--- config.mk ---
export PLATFORM = sky130hd
export DESIGN_NAME = rx_frame_fifo_flat
export DESIGN_NICKNAME = d
export VERILOG_FILES = /design/src/rtl/rx_frame_fifo_if.sv /design/src/rtl/rx_frame_fifo.sv /design/src/flat_wrapper.sv
export SDC_FILE = /design/constraint.sdc
export NUM_CORES = 1
export LEC_CHECK = 0
export CAP_MARGIN = 20
export CORE_ASPECT_RATIO = 1.5
export CORE_UTILIZATION = 40
export DETAILED_ROUTE_END_ITERATION = 12
export DONT_BUFFER_PORTS = 1
export MAX_ROUTING_LAYER = met4
export PLACE_DENSITY_LB_ADDON = 0.25
export SYNTH_ARGS = -nofsm -noshare
export SYNTH_HDL_FRONTEND = slang
export SYNTH_SLANG_ARGS = --single-unit
--- constraint.sdc ---
create_clock -name clk -period 3.92 [get_ports clk]
set_input_delay 0.588 -clock clk [delete_from_list [all_inputs] [get_ports clk]]
set_output_delay 0.588 -clock clk [all_outputs]
set_load 0.02 [all_outputs]
--- src/rtl/rx_frame_fifo_if.sv ---
// rx_frame_fifo_if: frame input, read handshake and status bundle for rx_frame_fifo
interface rx_frame_fifo_if #(
  parameter int DATA_WIDTH = 8,
  parameter int ADDR_WIDTH = 3
);
  logic [DATA_WIDTH+1:0] frame_in;
  logic                  frame_valid;
  logic                  rd_ready;
  logic [DATA_WIDTH-1:0] rd_data;
  logic                  rd_valid;
  logic [ADDR_WIDTH:0]   count;
  logic                  framing_error;
  logic                  overflow;
  logic                  clear_errors;
  modport master (
    output frame_in, frame_valid, rd_ready, clear_errors,
    input  rd_data, rd_valid, count, framing_error, overflow
  );
  modport slave (
    input  frame_in, frame_valid, rd_ready, clear_errors,
    output rd_data, rd_valid, count, framing_error, overflow
  );
endinterface

--- src/rtl/rx_frame_fifo.sv ---
// rx_frame_fifo: checks UART frames and queues good bytes with sticky error flags
module rx_frame_fifo #(
  parameter int DATA_WIDTH = 8,
  parameter int DEPTH      = 8,
  parameter int ADDR_WIDTH = 3
) (
  input logic           clk,
  input logic           reset,
  rx_frame_fifo_if.slave bus
);
  logic [DATA_WIDTH-1:0] mem [DEPTH];
  logic [ADDR_WIDTH-1:0] wr_ptr, rd_ptr;
  logic [ADDR_WIDTH:0]   cnt;
  logic                  fe, ov, good, full, pop, push;
  // Frame check and handshake decode; full/empty come from the count alone
  always_comb begin
    good = !bus.frame_in[0] && bus.frame_in[DATA_WIDTH+1];
    full = cnt == (ADDR_WIDTH+1)'(DEPTH);
    pop  = bus.rd_valid && bus.rd_ready;
    push = bus.frame_valid && good && (!full || pop);
  end
  // Storage is not reset; entries become invisible once the count is cleared
  always_ff @(posedge clk)
    if (push) mem[wr_ptr] <= bus.frame_in[DATA_WIDTH:1];
  // Pointers, occupancy and sticky flags; a set condition beats clear_errors
  always_ff @(posedge clk) begin
    if (reset) begin
      wr_ptr <= '0;
      rd_ptr <= '0;
      cnt    <= '0;
      fe     <= 1'b0;
      ov     <= 1'b0;
    end else begin
      wr_ptr <= wr_ptr + ADDR_WIDTH'(push);
      rd_ptr <= rd_ptr + ADDR_WIDTH'(pop);
      cnt    <= cnt + (ADDR_WIDTH+1)'(push) - (ADDR_WIDTH+1)'(pop);
      fe     <= (bus.frame_valid && !good) || (fe && !bus.clear_errors);
      ov     <= (bus.frame_valid && good && full && !pop) || (ov && !bus.clear_errors);
    end
  end
  assign bus.rd_valid      = cnt != '0;
  assign bus.rd_data       = bus.rd_valid ? mem[rd_ptr] : '0;
  assign bus.count         = cnt;
  assign bus.framing_error = fe;
  assign bus.overflow      = ov;
endmodule

--- src/flat_wrapper.sv ---
// flat-port wrapper written by rule: the top's interface ports become plain ports
module rx_frame_fifo_flat 
#(
  parameter int DATA_WIDTH = 8,
  parameter int DEPTH      = 8,
  parameter int ADDR_WIDTH = 3
)
  (clk, reset, bus_frame_in, bus_frame_valid, bus_rd_ready, bus_clear_errors, bus_rd_data, bus_rd_valid, bus_count, bus_framing_error, bus_overflow);
  rx_frame_fifo_if #(.DATA_WIDTH(DATA_WIDTH), .ADDR_WIDTH(ADDR_WIDTH)) bus_i ();
  input logic clk;
  input logic reset;
  input wire logic [$bits(bus_i.frame_in)-1:0] bus_frame_in;
  input wire logic [$bits(bus_i.frame_valid)-1:0] bus_frame_valid;
  input wire logic [$bits(bus_i.rd_ready)-1:0] bus_rd_ready;
  input wire logic [$bits(bus_i.clear_errors)-1:0] bus_clear_errors;
  output wire logic [$bits(bus_i.rd_data)-1:0] bus_rd_data;
  output wire logic [$bits(bus_i.rd_valid)-1:0] bus_rd_valid;
  output wire logic [$bits(bus_i.count)-1:0] bus_count;
  output wire logic [$bits(bus_i.framing_error)-1:0] bus_framing_error;
  output wire logic [$bits(bus_i.overflow)-1:0] bus_overflow;
  assign bus_i.frame_in = bus_frame_in;
  assign bus_i.frame_valid = bus_frame_valid;
  assign bus_i.rd_ready = bus_rd_ready;
  assign bus_i.clear_errors = bus_clear_errors;
  assign bus_rd_data = bus_i.rd_data;
  assign bus_rd_valid = bus_i.rd_valid;
  assign bus_count = bus_i.count;
  assign bus_framing_error = bus_i.framing_error;
  assign bus_overflow = bus_i.overflow;
  rx_frame_fifo #(.DATA_WIDTH(DATA_WIDTH), .DEPTH(DEPTH), .ADDR_WIDTH(ADDR_WIDTH)) u_core (.clk(clk), .reset(reset), .bus(bus_i));
endmodule
# Word-level counts from Yosys, hierarchy flattened
# Memories as Yosys holds them, arrays and structs flattened. A register that Yosys moved wholly into a read port is not among the register bits.
# Index checks and enable logic that the tools add are counted.
dict set report totals {
  register_bits 12
  ramBits 64
  output_inout_bits 15
  word_cells 33
  n_memories 1
}
dict set report op_classes {
  add_sub_neg 4
  n_eq_ne 1
  n_mux 4
  reduce_logical 18
}
# memory depth width read_ports rd_clocked_by_memory_dff wr line_no
set mem_list {}
lappend mem_list {u_core.mem 8 8 1 1 1 rx_frame_fifo.sv:11} ;# logic [DATA_WIDTH-1:0] mem [DEPTH];
# op count
set op_table {}
lappend op_table {{logical AND 1 bit} 9}
lappend op_table {{two-way mux 8 bit} 1}
lappend op_table {{adder 3 x 1 -> 3 bit} 2}
lappend op_table {{logical NOT 1 bit} 5}
lappend op_table {{adder 4 x 1 -> 4 bit} 1}
lappend op_table {{equality test 4 bit, second input constant} 1}
lappend op_table {{nonzero test 4 bit} 1}
lappend op_table {{subtractor 4 x 1 -> 4 bit} 1}
lappend op_table {{logical OR 1 bit} 3}
lappend op_table {{two-way mux 3 bit} 1}
lappend op_table {{two-way mux 1 bit} 2}

# Longest topological paths before layout
# Gate-level depths: netlist (run 1).
dict set report depth {
  word_depth 6
  mapped_depth 11
  ltp_nobuf 11
}

# Worst setup path after synthesis (run 1)
# Ideal clock, no wire load.
dict set report synth_timing {
  kind {reg2reg}
  from {register u_core.cnt[2], in the netlist u_core.bus.count[2]}
  to {register u_core.cnt[3], in the netlist u_core.bus.count[3]}
  setup_time_ps 121
  t_arrival_ps 2319
  path_slack_ps 1480
  stages_incl_launch_ff 11
  n_path_buf 0
  path_cell_list {dfxtp_1 inv_1 ha_1 nand3_1 and2_1 ha_1 inv_1 ha_1 a21o_1 a21oi_1 mux2_2}
}
dict set report synth_via {
  elab_chain_cells 6
}
# element line_no
set synth_lines {}
lappend synth_lines {{start, declared} rx_frame_fifo.sv:13} ;# logic [ADDR_WIDTH:0] cnt;
lappend synth_lines {{start signal, assigned} rx_frame_fifo.sv:36} ;# cnt <= cnt + (ADDR_WIDTH+1)'(push) - (ADDR_WIDTH+1)'(pop);
lappend synth_lines {{nonzero test 4 bit *} rx_frame_fifo.sv:41} ;# assign bus.rd_valid = cnt != '0;
lappend synth_lines {{net bus_rd_valid} flat_wrapper.sv:17} ;# output wire logic [$bits(bus_i.rd_valid)-1:0] bus_rd_valid;
lappend synth_lines {{logical AND 1 bit *} rx_frame_fifo.sv:19} ;# pop = bus.rd_valid && bus.rd_ready;
lappend synth_lines {{logical OR 1 bit} rx_frame_fifo.sv:20} ;# push = bus.frame_valid && good && (!full || pop);
lappend synth_lines {{logical AND 1 bit} rx_frame_fifo.sv:20}
lappend synth_lines {{adder 4 x 1 -> 4 bit} rx_frame_fifo.sv:36}
lappend synth_lines {{subtractor 4 x 1 -> 4 bit *} rx_frame_fifo.sv:36}
# The timed path passes the listed nets; every way through them passes the cells marked *.
# A chain may end at the register's enable or synchronous reset.

# Worst setup path after layout (run 1)
# Ends and elaborated chain as after synthesis.

==> metrics.txt, run 1 <==
# TYPE chip_impl_metric gauge
chip_impl_metric{name="ys.warnings.count",unit=""} 0
chip_impl_metric{name="power_density",unit="nW/um^2"} 635.9
chip_impl_metric{name="placement.io_buffers",unit=""} 0
chip_impl_info{name="yosysTopAreaCell",value="sky130_fd_sc_hd__edfxtp_1"} 1
chip_impl_metric{name="clock_sinks",unit=""} 76
chip_impl_metric{name="reg2reg_depth",unit=""} 10
chip_impl_info{name="run_status",value="finished, final reports clean"} 1
chip_impl_metric{name="tightestPinTransition",unit="ns"} 1.033
chip_impl_metric{name="finalHoldViolations",unit=""} 0
chip_impl_metric{name="grt_pass1_wl",unit="um"} 8832
chip_impl_metric{name="place.gp.congestion",unit=""} 0.7060
chip_impl_metric{name="clock_latency",unit="ns"} 0.33
chip_impl_metric{name="clk_path_buf_depth",unit=""} 2
chip_impl_metric{name="finalNetCount",unit=""} 237
chip_impl_metric{name="cts-resized-gates",unit=""} 0
chip_impl_metric{name="place_hpwl",unit="um"} 3528
chip_impl_info{name="cp_class",value="reg -> reg"} 1
chip_impl_metric{name="ys_seq_elements",unit=""} 76
chip_impl_metric{name="die_width",unit="um"} 74.51
chip_impl_metric{name="post-cts-setup-buffer-count",unit=""} 0
chip_impl_metric{name="seq_area_frac_synth",unit="%"} 68.54
chip_impl_metric{name="ctsHoldBuffers",unit=""} 0
chip_impl_metric{name="layout-drive-gt1-share",unit="%"} 9.259
chip_impl_metric{name="post_synth_instance_area",unit="um^2"} 3154
chip_impl_metric{name="detail_route.first_pass.iterations",unit=""} 4
chip_impl_info{name="cts_tree",value="built"} 1
chip_impl_metric{name="max_cap_viol_count",unit=""} 0
chip_impl_metric{name="async_reset_ff_share",unit="%"} 0
chip_impl_metric{name="max_slew_margin",unit="%"} 31.15
chip_impl_metric{name="worst_endpoint_data_arrival_time",unit="ns"} 3.08
chip_impl_metric{name="dpl.cell_count",unit=""} 302
chip_impl_metric{name="cellLeakagePower",unit="nW"} 1.163
chip_impl_metric{name="path_clk_slew",unit="ns"} 0.05
chip_impl_info{name="kind_of_launch_point_of_the_worst_setup_path",value="register"} 1
chip_impl_metric{name="report.final.setup_viol",unit=""} 0
chip_impl_info{name="timing.critical_path.mode_cell",value="sky130_fd_sc_hd__ha_1"} 1
chip_impl_metric{name="postSynthAreaPerCell",unit="um^2"} 15.31
chip_impl_metric{name="h_tree_level_count",unit=""} 3
chip_impl_metric{name="fp-row-count",unit=""} 39
chip_impl_metric{name="worst_ir_drop_vdd",unit="mV"} 0.3996
chip_impl_metric{name="synth_top_area_share",unit="%"} 60.93
chip_impl_info{name="timing.hold.worst.class",value="in -> reg"} 1
chip_impl_metric{name="wl_per_cell",unit="um"} 17.60
chip_impl_info{name="grt_setup_unrepaired",value="no"} 1
chip_impl_metric{name="antenna_cells_inserted",unit=""} 0
chip_impl_metric{name="critical_path_required",unit="ns"} 4.14
chip_impl_metric{name="grt_remaining_overflow",unit=""} 0
chip_impl_info{name="root_buffer",value="sky130_fd_sc_hd__clkbuf_16"} 1
chip_impl_metric{name="grt_pass1_vias",unit=""} 1666
chip_impl_info{name="cell_chain_of_the_critical_path",value="inv_1 > ha_1 > nand3_1 > and2_1 > ha_1 > inv_1 > ha_1 > a21o_1 > a21oi_1 > mux2_2"} 1
chip_impl_metric{name="timing.hold.worst_path_depth",unit=""} 1
chip_impl_metric{name="setup_tns_final",unit="ns"} 0
chip_impl_info{name="synth_top_flop_cell",value="sky130_fd_sc_hd__edfxtp_1"} 1
chip_impl_metric{name="flow.area_growth_from_synthesis",unit="%"} 12.22
chip_impl_metric{name="holdWs",unit="ns"} 0.3147
chip_impl_metric{name="clock.fmax",unit="MHz"} 349.8
chip_impl_metric{name="final-instance-count-excl-fill",unit=""} 318
chip_impl_metric{name="number_of_buffers_created_by_cts",unit=""} 9
chip_impl_metric{name="synth_edf_count",unit=""} 64
chip_impl_metric{name="postRouteWirelength",unit="um"} 5597
chip_impl_metric{name="core_region_area",unit="um^2"} 7612
chip_impl_metric{name="synth.net_count",unit=""} 232
chip_impl_info{name="synth.top_cells.by_count",value="64 x sky130_fd_sc_hd__edfxtp_1, 32 x sky130_fd_sc_hd__mux2i_1, 16 x sky130_fd_sc_hd__a22oi_1"} 1
chip_impl_metric{name="clock_skew",unit="ns"} 0.008017
chip_impl_metric{name="drc_errors",unit=""} 0
chip_impl_info{name="post_synth_main_area_contributors",value="sky130_fd_sc_hd__edfxtp_1 61%, sky130_fd_sc_hd__mux2i_1 10%, sky130_fd_sc_hd__dfxtp_1 7.6%"} 1
chip_impl_info{name="worst_path_max_delay_cell",value="sky130_fd_sc_hd__nand3_1"} 1
chip_impl_metric{name="post-route-period-util",unit="%"} 72.93
chip_impl_metric{name="worst_path_largest_cell_delay",unit="ns"} 0.50
chip_impl_metric{name="maxSlewViolCount",unit=""} 0
chip_impl_metric{name="finalWorstPathRequiredPeriod",unit="ns"} 2.859
chip_impl_metric{name="post_synth_inst_count",unit=""} 206
chip_impl_metric{name="track_usage",unit="%"} 16.13
chip_impl_metric{name="start_util",unit="%"} 41.44
chip_impl_metric{name="grt_start_max_net_pins",unit=""} 34
chip_impl_metric{name="pin_count",unit=""} 30
chip_impl_metric{name="vias",unit=""} 1637
chip_impl_metric{name="initial_antenna_violation_count",unit=""} 0
chip_impl_metric{name="ys_types",unit=""} 31
chip_impl_info{name="setup.worst_path.end_class",value="register"} 1
chip_impl_metric{name="routed_via_density",unit=""} 5.148
chip_impl_metric{name="ant_nets",unit=""} 0
chip_impl_info{name="post-synth-top-count-cell",value="sky130_fd_sc_hd__edfxtp_1"} 1
chip_impl_metric{name="floorplan.die.height",unit="um"} 110.8
chip_impl_metric{name="cp_max_fo",unit=""} 10
chip_impl_metric{name="die-area",unit="um^2"} 8252
chip_impl_metric{name="initialDrtViolationCount",unit=""} 102
## through the flow
stage / setup WS (ns) / util (%) / cell area, um^2 / power [mW]
2_1_floorplan: 1.480 / - / 3154 / 1.390
3_3_place_gp: 1.057 / 42.77 / 3256 / 1.492
3_5_place_dp: 1.001 / 42.77 / 3256 / 1.499
4_1_cts: 0.9960 / 46.50 / 3540 / 2.276
5_1_grt: 0.8275 / 46.50 / 3540 / 2.362
6_report: 1.061 / 46.50 / 3540 / 2.251
## cell families after synthesis
group / Yosys count / synth area share [%]
muxes: 33 / 10.51
and+or+nand+nor: 42 / 7.576
AOI/OAI and AO/OA: 24 / 5.514
DFF: 76 / 68.54
xor gates and xnor gates: 3 / 0.8332
adders and majority gates: 11 / 4.601
buffers and inverters: 17 / 2.419
## metal layers
| metal | part of all wire, % | global-route usage (%) | up-vias |
|---|---|---|---|
| met5 | 0 | - | - |
| met4 | 5.2 | 12.33 | 0 |
| met3 | 4.7 | 4.273 | 20 |
| met2 | 50 | 23.36 | 42 |
| met1 | 40 | 18.59 | 793 |
| li1 | - | - | 782 |
## registers in the layout (all words and copies together), names as in the netlist
signal	cells
u_core.mem	64
u_core.bus.count	4
u_core.rd_ptr	3
u_core.wr_ptr	3
u_core.bus.framing_error	1
u_core.bus.overflow	1
## worst max-delay path: cells and delay by family (launching register included)
kind            cells  cell delay, ns
mux                 1            0.34
flops               1            0.37
fa+ha+maj           3            0.60
simple gates        2            0.92
buf+inv             2            0.20
compound gates      2            0.32
## where the power goes
part	leakage [nW]	internal (mW)	switching, mW
clock	0.137	0.485	0.290
combinational	0.351	0.189	0.290
sequential	0.675	0.911	0.0855
total	1.16	1.59	0.666
## placed cells by master (no fill, tap or decap), drive strengths merged
master,Yosys,routed
a21o,1,1
a21oi,3,3
a22oi,16,16
and2,2,2
and2b,1,1
and3,8,8
and3b,1,1
buf,8,2
bufinv,0,1
clkbuf,0,10
clkinv,0,4
clkinvlp,0,1
dfxtp,12,12
edfxtp,64,64
fa,1,1
ha,10,10
inv,9,9
mux2,1,1
mux2i,32,32
nand2,1,1
nand2b,4,4
nand3,1,1
nor2,12,12
nor2b,8,8
nor3,2,2
o211ai,2,2
o21a,1,1
o21ai,1,1
or3b,2,2
xnor2,2,2
xor2,1,1
## worst paths after layout
path | from | to | slack, ns
worst min-delay path | reset | u_core.rd_ptr[1]$_SDFF_PP0_ | 0.31
worst max register to register | u_core.bus.count[2]$_SDFF_PP0_ | u_core.bus.count[3]$_SDFF_PP0_ | 1.06
worst max-delay path | u_core.bus.count[2]$_SDFF_PP0_ | u_core.bus.count[3]$_SDFF_PP0_ | 1.06
worst min register to register | u_core.bus.framing_error$_SDFF_PP0_ | u_core.bus.framing_error$_SDFF_PP0_ | 0.57
## area by class of cell
type,count,area (um^2)
clock inverter,6,55.05
sequential,76,2163
fill,684,4073
clock buffer,10,229.0
inverter,9,33.78
timing repair buffer,2,15.01
multi-input combinational,113,915.9
tap,102,127.6
(Power assumes the default switching activity.)
==> inputs of run 2 (changes only) <==
==> constraint.sdc (replaced) <==
create_clock -name clk -period 2.5 [get_ports clk]
set_input_delay 0.375 -clock clk [delete_from_list [all_inputs] [get_ports clk]]
set_output_delay 0.375 -clock clk [all_outputs]
set_load 0.02 [all_outputs]
==> run 2 against run 1 <==
First-iteration DRC count grew 35%. Global-route usage shrank 0.15 points. Critical endpoint unchanged. Highest routed layer unchanged. Power grew 54%.
==> metrics.txt, run 2 (synthesized netlist as in run 1, its figures left out) <==
# TYPE chip_impl_metric gauge
chip_impl_info{name="run_status",value="finished, final reports clean"} 1
chip_impl_metric{name="dpl.cell_count",unit=""} 310
chip_impl_metric{name="place_hpwl",unit="um"} 3800
chip_impl_metric{name="max_slew_margin",unit="%"} 38.84
chip_impl_metric{name="placement.io_buffers",unit=""} 0
chip_impl_info{name="timing.critical_path.max_delay_family",value="adder cells"} 1
chip_impl_info{name="mostFrequentLayoutCells",value="64 x sky130_fd_sc_hd__edfxtp_1, 32 x sky130_fd_sc_hd__mux2i_1, 16 x sky130_fd_sc_hd__a22oi_1"} 1
chip_impl_metric{name="place_area",unit="um^2"} 3328
chip_impl_metric{name="grt_remaining_overflow",unit=""} 0
chip_impl_metric{name="ant_nets",unit=""} 0
chip_impl_info{name="root_buffer",value="sky130_fd_sc_hd__clkbuf_16"} 1
chip_impl_metric{name="clock_sinks",unit=""} 76
chip_impl_info{name="timing.hold.worst.class",value="in -> reg"} 1
chip_impl_metric{name="clock_skew",unit="ns"} 0.005928
chip_impl_info{name="timing.critical_path.mode_cell",value="sky130_fd_sc_hd__ha_1"} 1
chip_impl_metric{name="power_density",unit="nW/um^2"} 970.3
chip_impl_metric{name="critical_path_required",unit="ns"} 2.72
chip_impl_metric{name="detail_route.first_pass.iterations",unit=""} 4
chip_impl_metric{name="routed_via_density",unit=""} 5.089
chip_impl_metric{name="postRouteWirelength",unit="um"} 5683
chip_impl_metric{name="die_width",unit="um"} 74.51
chip_impl_info{name="setup.worst_path.end_class",value="register"} 1
chip_impl_metric{name="grt_start_max_net_pins",unit=""} 33
chip_impl_metric{name="worst_endpoint_data_arrival_time",unit="ns"} 2.42
chip_impl_metric{name="place.gp.congestion",unit=""} 0.6971
chip_impl_metric{name="post-cts-setup-buffer-count",unit=""} 0
chip_impl_metric{name="worst_slack",unit="ns"} 0.2994
chip_impl_metric{name="h_tree_level_count",unit=""} 3
chip_impl_metric{name="cts-resized-gates",unit=""} 0
chip_impl_metric{name="sequentialPowerShare",unit="%"} 42.4
chip_impl_metric{name="maxSlewViolCount",unit=""} 0
chip_impl_info{name="cp_class",value="reg -> reg"} 1
chip_impl_metric{name="clk_path_buf_depth",unit=""} 2
chip_impl_metric{name="grt_pass1_wl",unit="um"} 8790
chip_impl_metric{name="ctsHoldBuffers",unit=""} 0
chip_impl_metric{name="postLayoutCellArea",unit="um^2"} 3581
chip_impl_metric{name="netSwitchingFraction",unit="%"} 29.55
chip_impl_metric{name="combinational_fraction_of_design_power",unit="%"} 26.1
chip_impl_info{name="worst_path_max_delay_cell",value="sky130_fd_sc_hd__mux2_2"} 1
chip_impl_metric{name="final-instance-count-excl-fill",unit=""} 326
chip_impl_metric{name="antenna_cells_inserted",unit=""} 0
chip_impl_info{name="grt_setup_unrepaired",value="no"} 1
chip_impl_metric{name="wl_per_cell",unit="um"} 17.43
chip_impl_metric{name="worst_ir_drop_vdd",unit="mV"} 0.8197
chip_impl_metric{name="drc_errors",unit=""} 0
chip_impl_metric{name="vias",unit=""} 1659
chip_impl_metric{name="cp_max_fo",unit=""} 3
chip_impl_metric{name="pin_count",unit=""} 30
chip_impl_info{name="kind_of_launch_point_of_the_worst_setup_path",value="register"} 1
chip_impl_metric{name="clock.fmax",unit="MHz"} 454.4
chip_impl_metric{name="number_of_buffers_created_by_cts",unit=""} 9
chip_impl_metric{name="path_clk_slew",unit="ns"} 0.05
chip_impl_metric{name="tightestPinTransition",unit="ns"} 0.9141
chip_impl_metric{name="intPower",unit="mW"} 2.448
chip_impl_metric{name="largest_reg_flops",unit=""} 64
chip_impl_metric{name="fraction_of_the_core_area_covered_by_cells_at_the_end_of_the_flow",unit="%"} 47.04
chip_impl_metric{name="setup_tns_final",unit="ns"} 0
chip_impl_metric{name="grt_pass1_vias",unit=""} 1637
chip_impl_metric{name="cellLeakagePower",unit="nW"} 1.192
chip_impl_metric{name="report.final.setup_viol",unit=""} 0
chip_impl_metric{name="clock_power_share",unit="%"} 31.6
chip_impl_metric{name="initial_antenna_violation_count",unit=""} 0
chip_impl_metric{name="max_cap_viol_count",unit=""} 0
chip_impl_metric{name="flow.area_growth_from_synthesis",unit="%"} 13.53
chip_impl_metric{name="p_total",unit="mW"} 3.475
chip_impl_metric{name="start_util",unit="%"} 41.44
chip_impl_metric{name="core_region_area",unit="um^2"} 7612
chip_impl_metric{name="layout-drive-gt1-share",unit="%"} 11.16
chip_impl_metric{name="place_ws",unit="ns"} 0.2714
chip_impl_info{name="regMostFlops",value="u_core.mem"} 1
chip_impl_info{name="cell_chain_of_the_critical_path",value="inv_1 > ha_1 > nand3_1 > and2_1 > ha_1 > inv_1 > ha_1 > a21o_1 > a21oi_1 > mux2_2"} 1
chip_impl_metric{name="net-switching-power",unit="mW"} 1.027
chip_impl_info{name="cts_tree",value="built"} 1
chip_impl_metric{name="post-route-period-util",unit="%"} 88.02
chip_impl_metric{name="initialDrtViolationCount",unit=""} 138
chip_impl_metric{name="worstPathBufferInverterCount",unit=""} 2
chip_impl_metric{name="finalWorstPathRequiredPeriod",unit="ns"} 2.201
chip_impl_metric{name="worst_path_largest_cell_delay",unit="ns"} 0.34
chip_impl_metric{name="fp-row-count",unit=""} 39
chip_impl_info{name="leading_cell_type_in_the_layout_fill_and_taps_excluded",value="sky130_fd_sc_hd__edfxtp_1"} 1
chip_impl_metric{name="holdWs",unit="ns"} 0.1078
chip_impl_metric{name="floorplan.die.height",unit="um"} 110.8
chip_impl_metric{name="die-area",unit="um^2"} 8252
chip_impl_metric{name="track_usage",unit="%"} 15.98
chip_impl_metric{name="finalNetCount",unit=""} 245
chip_impl_metric{name="clock_latency",unit="ns"} 0.33
chip_impl_metric{name="finalHoldViolations",unit=""} 0
==> run 2: worst paths after layout <==
| path | start | slack (ns) | depth (start not counted) | to |
|---|---|---|---|---|
| setup / recovery | u_core.bus.count[2]$_SDFF_PP0_ | 0.30 | 10 | u_core.bus.count[3]$_SDFF_PP0_ |
| hold / removal | reset | 0.11 | 1 | u_core.rd_ptr[1]$_SDFF_PP0_ |
| setup reg to reg | u_core.bus.count[2]$_SDFF_PP0_ | 0.30 | 10 | u_core.bus.count[3]$_SDFF_PP0_ |
| hold reg to reg | u_core.bus.framing_error$_SDFF_PP0_ | 0.57 | 2 | u_core.bus.framing_error$_SDFF_PP0_ |
==> run 2: cell type report <==
type                    instances  area [um^2]
multi-input cells             113        915.9
flip-flops and latches         76         2163
clock buffers                  12        236.5
repair buffers                 10        87.58
fillers                       697         4031
inverters                       9        33.78
clock inverters                 4        16.27
well taps                     102        127.6
==> run 2: per-layer routing <==
layer | up-vias | share of wire (%) | global-route usage [%]
met2 | 36 | 53 | 25.35
li1 | 809 | - | -
met3 | 9 | 4.6 | 4.091
met5 | - | 0 | -
met1 | 805 | 40 | 17.73
met4 | 0 | 2.4 | 9.182
==> run 2: power groups by stage <==
stage | registers [mW] | logic (mW) | clock network, mW
final | 1.47 | 0.905 | 1.10
after global routing | 1.48 | 0.988 | 1.16
after CTS | 1.47 | 0.927 | 1.11
after detailed placement | 1.50 | 0.924 | 0
after global placement | 1.50 | 0.920 | 0
after floorplan | 1.52 | 0.659 | 0
